===== src/rtl/ca3_pkg.sv =====
// Shared CA3 definitions: FSM state encoding, default theta thresholds
// (also used by phi_n_neural_processor) and the saturating add used for weight updates.
// No ports; pure package.
package ca3_pkg;

    typedef enum logic [2:0] {
        ST_IDLE   = 3'd0,
        ST_LEARN  = 3'd1,
        ST_RECALL = 3'd2,
        ST_DONE   = 3'd3,
        ST_DECAY  = 3'd4
    } ca3_state_t;

    // Q4.14 theta thresholds: +/-0.75
    localparam int CA3_PEAK_THRESH   = 12288;
    localparam int CA3_TROUGH_THRESH = -12288;

    // a + b clipped to the signed range of a ww-bit weight
    function automatic int sat_add(input int a, input int b, input int ww);
        int hi;
        int lo;
        int sum;
        hi  = (1 << (ww - 1)) - 1;
        lo  = -hi - 1;
        sum = a + b;
        if (sum > hi) begin
            return hi;
        end else if (sum < lo) begin
            return lo;
        end
        return sum;
    endfunction

endpackage


===== src/rtl/ca3_row_update.sv =====
// Combinational next-row weights for LEARN and DECAY, plus the row's recall sum.
// Latency: zero (pure combinational), evaluated for whichever row the counter selects.
// Ports: i_row row index, i_w_row current row, i_pat active units -> o_learn_row, o_decay_row, o_acc.
module ca3_row_update
    import ca3_pkg::*;
#(
    parameter int N   = 6,
    parameter int WW  = 8,
    parameter int LR  = 4,
    parameter int LTD = 1
) (
    input  logic [$clog2(N)-1:0]             i_row,
    input  logic [N-1:0][WW-1:0]             i_w_row,
    input  logic [N-1:0]                     i_pat,
    output logic [N-1:0][WW-1:0]             o_learn_row,
    output logic [N-1:0][WW-1:0]             o_decay_row,
    output logic signed [WW+$clog2(N):0]     o_acc
);

    localparam int AW = WW + $clog2(N) + 1;

    logic              w_self;
    logic signed [WW-1:0] w_j;

    assign w_self = i_pat[i_row];

    always_comb begin
        o_learn_row = i_w_row;
        o_decay_row = i_w_row;
        o_acc       = '0;
        w_j         = '0;
        for (int j = 0; j < N; j++) begin
            w_j = $signed(i_w_row[j]);
            // diagonal passes through untouched (held at 0 from reset)
            if (j != int'(i_row)) begin
                if (i_pat[j] && w_self) begin
                    o_learn_row[j] = WW'(sat_add(int'(w_j), LR, WW));
                end else if (i_pat[j] ^ w_self) begin
                    o_learn_row[j] = WW'(sat_add(int'(w_j), -LTD, WW));
                end

                // step one toward zero; the sign bit picks the direction
                if (w_j[WW-1]) begin
                    o_decay_row[j] = w_j + WW'(1);
                end else if (w_j != '0) begin
                    o_decay_row[j] = w_j - WW'(1);
                end

                if (i_pat[j]) begin
                    o_acc = o_acc + AW'(w_j);
                end
            end
        end
    end

endmodule


===== src/rtl/ca3_assoc_memory_param.sv =====
// Theta-gated CA3 autoassociative memory: Hebbian learn at peak entry, cue completion at trough entry.
// Latency: state entry 1 clk after the clk_en event; LEARN/DECAY N clks; RECALL N clks + DONE, o_out_valid in cycle N+1.
// No backpressure: entry events arriving while busy are dropped. Ports: theta/pattern/decay inputs, weight read port, status and pattern_out.
module ca3_assoc_memory_param
    import ca3_pkg::*;
#(
    parameter int WIDTH         = 18,
    parameter int N             = 6,
    parameter int WW            = 8,
    parameter int LR            = 4,
    parameter int LTD           = 1,
    parameter int PEAK_THRESH   = CA3_PEAK_THRESH,
    parameter int TROUGH_THRESH = CA3_TROUGH_THRESH,
    parameter int RECALL_THRESH = 0
) (
    input  logic                        i_clk,
    input  logic                        i_rst,
    input  logic                        i_clk_en,
    input  logic signed [WIDTH-1:0]     i_theta_x,
    input  logic [N-1:0]                i_pattern_in,
    input  logic                        i_decay_en,
    input  logic [$clog2(N)-1:0]        i_rd_row,
    input  logic [$clog2(N)-1:0]        i_rd_col,
    output logic signed [WW-1:0]        o_rd_weight,
    output logic                        o_learning,
    output logic                        o_recalling,
    output logic                        o_busy,
    output logic [N-1:0]                o_pattern_out,
    output logic                        o_out_valid
);

    localparam int RW = $clog2(N);
    localparam int AW = WW + $clog2(N) + 1;
    localparam logic [RW-1:0]          LAST_ROW = RW'(N - 1);
    localparam logic signed [WIDTH-1:0] PEAK_T   = WIDTH'(PEAK_THRESH);
    localparam logic signed [WIDTH-1:0] TROUGH_T = WIDTH'(TROUGH_THRESH);
    localparam logic signed [AW-1:0]    RECALL_T = AW'(RECALL_THRESH);

    ca3_state_t            r_state;
    logic [RW-1:0]         r_row;
    logic [N-1:0]          r_pat_q;
    logic [N-1:0]          r_next;
    logic                  r_prev_peak;
    logic                  r_prev_trough;
    logic                  r_learning;
    logic                  r_recalling;
    logic                  r_busy;
    logic [N-1:0]          r_pattern_out;
    logic                  r_out_valid;
    logic [N-1:0][WW-1:0]  r_w [N];

    logic                  w_peak;
    logic                  w_trough;
    logic                  w_peak_entry;
    logic                  w_trough_entry;
    logic                  w_pat_nz;
    logic [N-1:0][WW-1:0]  w_row;
    logic [N-1:0][WW-1:0]  w_learn_row;
    logic [N-1:0][WW-1:0]  w_decay_row;
    logic signed [AW-1:0]  w_acc;
    logic                  w_recall_bit;
    logic [N-1:0]          w_next_full;
    logic                  w_last_row;

    assign w_peak         = (i_theta_x >= PEAK_T);
    assign w_trough       = (i_theta_x <= TROUGH_T);
    assign w_peak_entry   = i_clk_en && w_peak && !r_prev_peak;
    assign w_trough_entry = i_clk_en && w_trough && !r_prev_trough;
    assign w_pat_nz       = (i_pattern_in != '0);
    assign w_last_row     = (r_row == LAST_ROW);

    assign w_row = r_w[r_row];

    ca3_row_update #(
        .N   (N),
        .WW  (WW),
        .LR  (LR),
        .LTD (LTD)
    ) u_row_update (
        .i_row       (r_row),
        .i_w_row     (w_row),
        .i_pat       (r_pat_q),
        .o_learn_row (w_learn_row),
        .o_decay_row (w_decay_row),
        .o_acc       (w_acc)
    );

    assign w_recall_bit = r_pat_q[r_row] | (w_acc > RECALL_T);

    // completed pattern including the row being evaluated this cycle
    always_comb begin
        w_next_full        = r_next;
        w_next_full[r_row] = w_recall_bit;
    end

    // Control FSM with registered status outputs
    always_ff @(posedge i_clk or posedge i_rst) begin
        if (i_rst) begin
            r_state       <= ST_IDLE;
            r_row         <= '0;
            r_pat_q       <= '0;
            r_next        <= '0;
            r_prev_peak   <= 1'b0;
            r_prev_trough <= 1'b0;
            r_learning    <= 1'b0;
            r_recalling   <= 1'b0;
            r_busy        <= 1'b0;
            r_pattern_out <= '0;
            r_out_valid   <= 1'b0;
        end else begin
            r_out_valid <= 1'b0;
            if (i_clk_en) begin
                r_prev_peak   <= w_peak;
                r_prev_trough <= w_trough;
            end

            case (r_state)
                ST_IDLE: begin
                    r_row <= '0;
                    if (w_peak_entry && w_pat_nz) begin
                        r_pat_q    <= i_pattern_in;
                        r_state    <= ST_LEARN;
                        r_learning <= 1'b1;
                        r_busy     <= 1'b1;
                    end else if (w_trough_entry && w_pat_nz) begin
                        // a nonzero cue wins over decay_en
                        r_pat_q     <= i_pattern_in;
                        r_state     <= ST_RECALL;
                        r_recalling <= 1'b1;
                        r_busy      <= 1'b1;
                    end else if (w_trough_entry && i_decay_en) begin
                        r_state <= ST_DECAY;
                        r_busy  <= 1'b1;
                    end
                end

                ST_LEARN, ST_DECAY: begin
                    if (w_last_row) begin
                        r_state    <= ST_IDLE;
                        r_learning <= 1'b0;
                        r_busy     <= 1'b0;
                        r_row      <= '0;
                    end else begin
                        r_row <= r_row + RW'(1);
                    end
                end

                ST_RECALL: begin
                    r_next <= w_next_full;
                    if (w_last_row) begin
                        // result is published as DONE begins so the pulse lands in cycle N+1
                        r_state       <= ST_DONE;
                        r_recalling   <= 1'b0;
                        r_pattern_out <= w_next_full;
                        r_out_valid   <= 1'b1;
                        r_row         <= '0;
                    end else begin
                        r_row <= r_row + RW'(1);
                    end
                end

                ST_DONE: begin
                    r_state <= ST_IDLE;
                    r_busy  <= 1'b0;
                end

                default: begin
                    r_state     <= ST_IDLE;
                    r_learning  <= 1'b0;
                    r_recalling <= 1'b0;
                    r_busy      <= 1'b0;
                    r_row       <= '0;
                end
            endcase
        end
    end

    // Weight matrix: one row written per cycle in LEARN or DECAY
    always_ff @(posedge i_clk or posedge i_rst) begin
        if (i_rst) begin
            for (int i = 0; i < N; i++) begin
                r_w[i] <= '0;
            end
        end else if (r_state == ST_LEARN) begin
            r_w[r_row] <= w_learn_row;
        end else if (r_state == ST_DECAY) begin
            r_w[r_row] <= w_decay_row;
        end
    end

    // Read port: diagonal and out-of-range addresses read as 0
    always_comb begin
        o_rd_weight = '0;
        if (i_rd_row <= LAST_ROW && i_rd_col <= LAST_ROW && i_rd_row != i_rd_col) begin
            o_rd_weight = r_w[i_rd_row][i_rd_col];
        end
    end

    assign o_learning    = r_learning;
    assign o_recalling   = r_recalling;
    assign o_busy        = r_busy;
    assign o_pattern_out = r_pattern_out;
    assign o_out_valid   = r_out_valid;

endmodule


===== config.mk =====
export PLATFORM = sky130hd
export DESIGN_NAME = ca3_assoc_memory_param
export DESIGN_NICKNAME = d
export VERILOG_FILES = /design/src/rtl/ca3_pkg.sv /design/src/rtl/ca3_row_update.sv /design/src/rtl/ca3_assoc_memory_param.sv
export SDC_FILE = /design/constraint.sdc
export NUM_CORES = 1
export LEC_CHECK = 0
export ABC_CLOCK_PERIOD_IN_PS = 10000
export BUFFER_PORTS_ARGS = -buffer_cell sky130_fd_sc_hd__buf_2
export CORE_MARGIN = 8
export CORE_UTILIZATION = 50
export DETAILED_ROUTE_END_ITERATION = 7
export GPL_ROUTABILITY_DRIVEN = 0
export PLACE_DENSITY = 0.69
export SYNTH_ARGS = -nofsm -noshare
export SYNTH_HDL_FRONTEND = slang
export SYNTH_SLANG_ARGS = --single-unit

===== constraint.sdc =====
create_clock -name i_clk -period 10 [get_ports i_clk]
set_input_delay 1.5 -clock i_clk [delete_from_list [all_inputs] [get_ports i_clk]]
set_output_delay 1.5 -clock i_clk [all_outputs]
set_load 0.02 [all_outputs]

==> metrics.csv, run 1 <==
metric,value,unit
htreeDepth,2,
slew_viol_final,0,
clk_transition_reported_paths,0.06,ns
cp_data_arrival_time,9.84,ns
die_y,244,um
fp-row-count,83,
dr_total_vias,24100,
synth_seq_cells,317,
synthTopCellsByArea,"dfrtp_1 30%, mux4_2 8.2%, mux2_2 7.7%, ha_1 4.6%, nand2_1 4.6%",
slowest_delay,0.64,ns
synth_most_common_cell,nand2_1,
hold_depth,0,
cts.sinks,317,
clockBufferDepth,3,
finalNetCount,2949,
worstSkewPairLatency,0.58,ns
synth.cell_area,26000,um^2
cts_hold_buf,0,
tightestPinTransition,1.20,ns
ys_async_sr_fraction,1.00,
first_iter_violations,3375,
drcViolationCount,1,
critical_path.max_fanout,40,
ys_seq_area_frac,0.305,
hold_violations,0,
diodes,0,
ys_types,112,
start_kind,register,
met2WireLength,38.4,mm
finalCritPeriodShare,0.934,
wl_per_cell,25.2,um
avgViaCountPerCell,6.86,
fin_util,0.543,
grtUsageTotal,0.287,
yosysTopAreaCell,dfrtp_1,
drive_above_1_share,0.197,
synthTopCellsByCount,"319 x nand2_1, 317 x dfrtp_1, 225 x o21ai_0",
grt_pass1_wl,136,mm
syn_avg_cell_area,9.03,um^2
finalSetupViolCount,0,
max-cap-violations,0,
coreArea,51400,um^2
syn_to_final_growth,7.14,%
die-area,59600,um^2
cts_tree,built,
wl_met3,10.5,mm
drt_wl_total,88.7,mm
period_needed,9.34,ns
violations,design-rule violations,
initial_core_util,0.507,
status,"finished, violations left",
synth_top_area_frac,0.305,
max_freq,107,MHz
cp.required,10.50,ns
io_buffers,51,
grt_start_max_net_pins,173,
timing_worst_setup_path_type,reg -> reg,
drtAntennaViolNets,0,
highest_layer,met4,
slew_headroom,0.191,
grt-ovfl-total,0,
drt_first_pass_iters,8,
yosysWarnings,0,
synth_nets,3018,
r2r_slack,0.66,ns
synth_edf_count,0,
ctsRootBufferMaster,clkbuf_16,
hp-class,reg -> reg,
antenna_found_initial,1,
synth_ff_type,dfrtp_1,
end_kind,register,
slowest_stage,buf_4,
ios,52,
r2r_cells,36,
synthCells,2883,
finClkSkew,0.0346,ns
crit_path_frequent_cell,xnor2_1,
die_w,244,um
cts_made_buffers,37,
met1_length,35.4,mm
first_global_vias,23200,
dp_hpwl,61.1,mm
==> metal layers <==
metal | vias up | global-route usage
li1 | 10600 | -
met1 | 11700 | 0.387
met2 | 1547 | 0.429
met3 | 307 | 0.0746
met4 | 0 | 0.136
met5 | - | 0
==> kinds of logic (layout without fill, tap and decap cells) <==
| kind of cell | after synthesis | after routing | synth area share |
|---|---|---|---|
| simple gates | 866 | 866 | 0.156 |
| compound gates | 824 | 824 | 0.210 |
| mux | 367 | 367 | 0.197 |
| buf+inv | 320 | 275 | 0.0529 |
| flops | 317 | 317 | 0.305 |
| fa+ha+maj | 102 | 102 | 0.0504 |
| xor+xnor | 87 | 87 | 0.0298 |
==> cell type report <==
type	count	area [um^2]
Clock buffer	49	1040
Clock inverter	14	129
Fill cell	4604	23500
Inverter	91	352
Multi-Input combinational cell	2246	16800
Sequential cell	317	7940
Tap cell	680	851
Timing Repair Buffer	121	800
==> path summary, 6_finish.rpt <==
path	start	end
max	r_row[0]$_DFFE_PP0N_	o_pattern_out[5]$_DFFE_PP0P_
min	r_w[163]$_DFFE_PP0P_	r_w[163]$_DFFE_PP0P_
max reg2reg	r_row[0]$_DFFE_PP0N_	o_pattern_out[5]$_DFFE_PP0P_
min reg2reg	r_w[163]$_DFFE_PP0P_	r_w[163]$_DFFE_PP0P_
max in group asynchronous	i_rst	r_w[90]$_DFFE_PP0P_
min in group asynchronous	i_rst	r_w[30]$_DFFE_PP0P_
==> per-stage QoR <==
step / worst slack (ns) / cells / instance area [um^2] / setup TNS, ns / hold slack, ns
floorplan: 1.03 / 2883 / 26000 / 0 / 0.440
global placement: 0.597 / 3451 / 26700 / 0 / 0.379
detailed placement: 0.409 / 3451 / 26700 / 0 / 0.380
CTS: 0.410 / 3514 / 27800 / 0 / 0.393
global route: -0.0434 / 3518 / 27900 / -0.173 / 0.399
finish: 0.660 / 3518 / 27900 / 0 / 0.391
==> registers in the layout, summed over array words and instances, names as in the netlist, 3 cells and up <==
| signal | flops |
|---|---|
| r_next | 5 |
| r_w | 288 |
| r_state | 3 |
| o_pattern_out | 6 |
| r_pat_q | 6 |
| r_row | 3 |
==> critical path: cells and delay by family (launching register included) <==
kind	cells	cell delay [ns]
flops	1	0.57
mux	1	0.62
xor+xnor	7	1.34
compound gates	12	2.95
buf+inv	3	1.22
fa+ha+maj	5	1.53
simple gates	8	0.96
==> cells in the final DEF, fill, tap and decap left out, drive strengths merged, types with 88 or more instances in the layout <==
cell type / instances
buf: 121
mux2: 183
ha: 96
mux4: 96
nand2: 321
a21oi: 182
dfrtp: 317
nor2: 224
mux2i: 88
inv: 89
o21ai: 249
==> repair_timing <==
action                                  4_1_cts  5_1_grt
setup buffers                                 0        4
endpoints found under the setup margin        0        6
resized for setup                             0        6
Power of run 1 is left out: the tool's default activity adds up to more than one toggle a clock period on the data nets, which glitch-free logic cannot reach.
==> run 2, diff against run 1 <==
--- a/config.mk
+++ b/config.mk
@@ -8,10 +8,10 @@
 export ABC_CLOCK_PERIOD_IN_PS = 10000
 export BUFFER_PORTS_ARGS = -buffer_cell sky130_fd_sc_hd__buf_2
 export CORE_MARGIN = 8
-export CORE_UTILIZATION = 50
+export CORE_UTILIZATION = 59
 export DETAILED_ROUTE_END_ITERATION = 7
 export GPL_ROUTABILITY_DRIVEN = 0
-export PLACE_DENSITY = 0.69
+export PLACE_DENSITY = 0.8
 export SYNTH_ARGS = -nofsm -noshare
 export SYNTH_HDL_FRONTEND = slang
 export SYNTH_SLANG_ARGS = --single-unit
==> run 2 against run 1 <==
The run still ends with design-rule violations left. Worst hold slack better by 0.0041 ns. Register-to-register slack worse by 0.02 ns. Non-clock buffer count is 5 lower. First-iteration DRC count increased by 16%. Fmax fell by 0.21%. Die area decreased by 14%. Wire length decreased by 3.1%. Core utilization is 8.9 points higher. Final cell count is 2.8% lower. Highest routed layer unchanged.
==> metrics.csv, run 2 (synthesis gave the netlist of run 1 again) <==
metric,value,unit,change
status,"finished, violations left",,unchanged
hold_depth,0,,unchanged
avgViaCountPerCell,7.25,,was 6.86
highest_layer,met4,,unchanged
syn_to_final_growth,6.59,%,was 7.14%
cp.required,10.40,ns,was 10.50 ns
layout_common_cells,"319 x nand2_1, 315 x dfrtp_1, 224 x o21ai_0, 216 x nor2_1",,"was 318 x nand2_1, 315 x dfrtp_1, 224 x o21ai_0, 216 x nor2_1"
tightestPinTransition,1.17,ns,was 1.20 ns
period_needed,9.36,ns,was 9.34 ns
grtUsageTotal,0.329,,was 0.287
diodes,0,,unchanged
r2r_slack,0.64,ns,was 0.66 ns
cts_made_buffers,34,,was 37
clk_transition_reported_paths,0.06,ns,about the same
rr_startpoint,r_row[0]$_DFFE_PP0N_,,unchanged
cts_hold_buf,0,,unchanged
die_y,226,um,was 244 um
slew_headroom,0.214,,was 0.191
final_common_cell,nand2_1,,unchanged
drive_above_1_share,0.192,,was 0.197
grt-ovfl-total,0,,unchanged
die-area,51100,um^2,was 59600 um^2
slew_viol_final,0,,unchanged
hold_end,r_w[207]$_DFFE_PP0P_,,was r_w[163]$_DFFE_PP0P_
cp_data_arrival_time,9.76,ns,was 9.84 ns
max_freq,107,MHz,about the same
finalNetCount,2941,,was 2949
cts_tree,built,,unchanged
final_cell_area,27800,um^2,was 27900 um^2
clockBufferDepth,3,,unchanged
worst_slack,0.640,ns,was 0.660 ns
finClkSkew,0.0344,ns,was 0.0346 ns
timing_worst_setup_path_type,reg -> reg,,unchanged
finalCritPeriodShare,0.936,,was 0.934
cp_num_buf_inv,3,,unchanged
hold_violations,0,,unchanged
ctsRootBufferMaster,clkbuf_16,,unchanged
first_global_vias,23600,,was 23200
end_kind,register,,unchanged
critical_path.max_fanout,12,,was 40
hp-start,r_w[207]$_DFFE_PP0P_,,was r_w[163]$_DFFE_PP0P_
slowest_delay,0.60,ns,was 0.64 ns
dp_hpwl,59.4,mm,was 61.1 mm
drcViolationCount,21,,was 1
final_cell_count_no_fill,3421,,was 3518
r2r-end,r_next[2]$_DFFE_PP0P_,,was o_pattern_out[5]$_DFFE_PP0P_
r2r_cells,39,,was 36
drtAntennaViolNets,0,,unchanged
met1_length,32.4,mm,was 35.4 mm
place_area,26500,um^2,was 26700 um^2
htreeDepth,2,,unchanged
wl_per_cell,25.1,um,was 25.2 um
start_kind,register,,unchanged
violations,design-rule violations,,unchanged
dp_cells,3357,,was 3451
worstSkewPairLatency,0.56,ns,was 0.58 ns
finalSetupViolCount,0,,unchanged
wl_met3,11.8,mm,was 10.5 mm
first_iter_violations,3931,,was 3375
antenna_found_initial,1,,unchanged
regMostFlops,r_w,,unchanged
rsz0062_at_grt,no,,
dr_total_vias,24800,,was 24100
io_buffers,51,,unchanged
dp_slack,0.320,ns,was 0.409 ns
fin_setup_tns,0,ns,unchanged
fp-row-count,77,,was 83
cpLargestDelayFamily,compound AO/OA/AOI/OAI gates,,unchanged
slowest_stage,mux4_2,,was buf_4
coreArea,43900,um^2,was 51400 um^2
drt_first_pass_iters,8,,unchanged
grt_pass1_wl,133,mm,was 136 mm
largest_reg_flops,288,,unchanged
drt_wl_total,86.0,mm,was 88.7 mm
cts.sinks,317,,unchanged
grt_start_max_net_pins,164,,was 173
met2WireLength,36.5,mm,was 38.4 mm
initial_core_util,0.593,,was 0.507
die_w,226,um,was 244 um
hp-class,reg -> reg,,unchanged
ios,52,,unchanged
max-cap-violations,0,,unchanged
run 2: cell count changes in the layout (fill, tap and decap cells not counted), sizes merged:
| cell | before | now |
|---|---|---|
| clkbuf | 49 | 48 |
| inv | 89 | 86 |
| buf | 121 | 116 |
| clkinvlp | 5 | 2 |
| clkinv | 10 | 9 |
| bufinv | 1 | 5 |
run 2: layout make-up:
class | count | area [um^2]
Multi-Input combinational cell | 2246 | 16800
Fill cell | 3528 | 16200
Sequential cell | 317 | 7940
Clock buffer | 48 | 933
Timing Repair Buffer | 116 | 782
Tap cell | 592 | 741
Inverter | 91 | 352
Clock inverter | 11 | 231
run 2: through the flow:
| step | util | hold slack (ns) |
|---|---|---|
| after floorplan | - | 0.440 |
| after global placement | 0.604 | 0.378 |
| after detailed placement | 0.604 | 0.382 |
| after CTS | 0.630 | 0.394 |
| after global routing | 0.632 | 0.409 |
| final | 0.632 | 0.395 |
run 2: worst register-to-register path: cells and delay by family (launching register included):
| family | cells | cell delay (ns) |
|---|---|---|
| compound gates | 14 | 2.78 |
| xor+xnor | 3 | 0.40 |
| fa+ha+maj | 5 | 1.68 |
| flops | 1 | 0.57 |
| simple gates | 12 | 2.41 |
| buf+inv | 3 | 0.50 |
| mux | 2 | 0.88 |
run 2: repair_timing:
| action | 4_1_cts | 5_1_grt |
|---|---|---|
| endpoints found under the setup margin | 0 | 6 |
| gates resized for setup | 0 | 6 |
| buffers inserted | 0 | 5 |
run 2: metal layers:
metal  track usage  up-vias
met2         0.485     1919
met5             0        -
met3         0.100      428
met1         0.431    11900
li1              -    10500
met4         0.174        0
run 2: how the worst max path moves through the flow:
stage                    startpoint                      endpoint  slack [ns]  depth (start not counted)
2_1_floorplan  r_row[0]$_DFFE_PP0N_  o_pattern_out[5]$_DFFE_PP0P_        1.03                         43
3_3_place_gp   r_row[0]$_DFFE_PP0N_  o_pattern_out[5]$_DFFE_PP0P_        0.59                         39
3_5_place_dp   r_row[0]$_DFFE_PP0N_         r_next[2]$_DFFE_PP0P_        0.32                         39
4_1_cts        r_row[0]$_DFFE_PP0N_         r_next[2]$_DFFE_PP0P_        0.29                         40
5_1_grt        r_row[0]$_DFFE_PP0N_         r_next[1]$_DFFE_PP0P_        0.03                         37
6_report       r_row[0]$_DFFE_PP0N_         r_next[2]$_DFFE_PP0P_        0.64                         39
Power of run 2 is left out for the same reason.
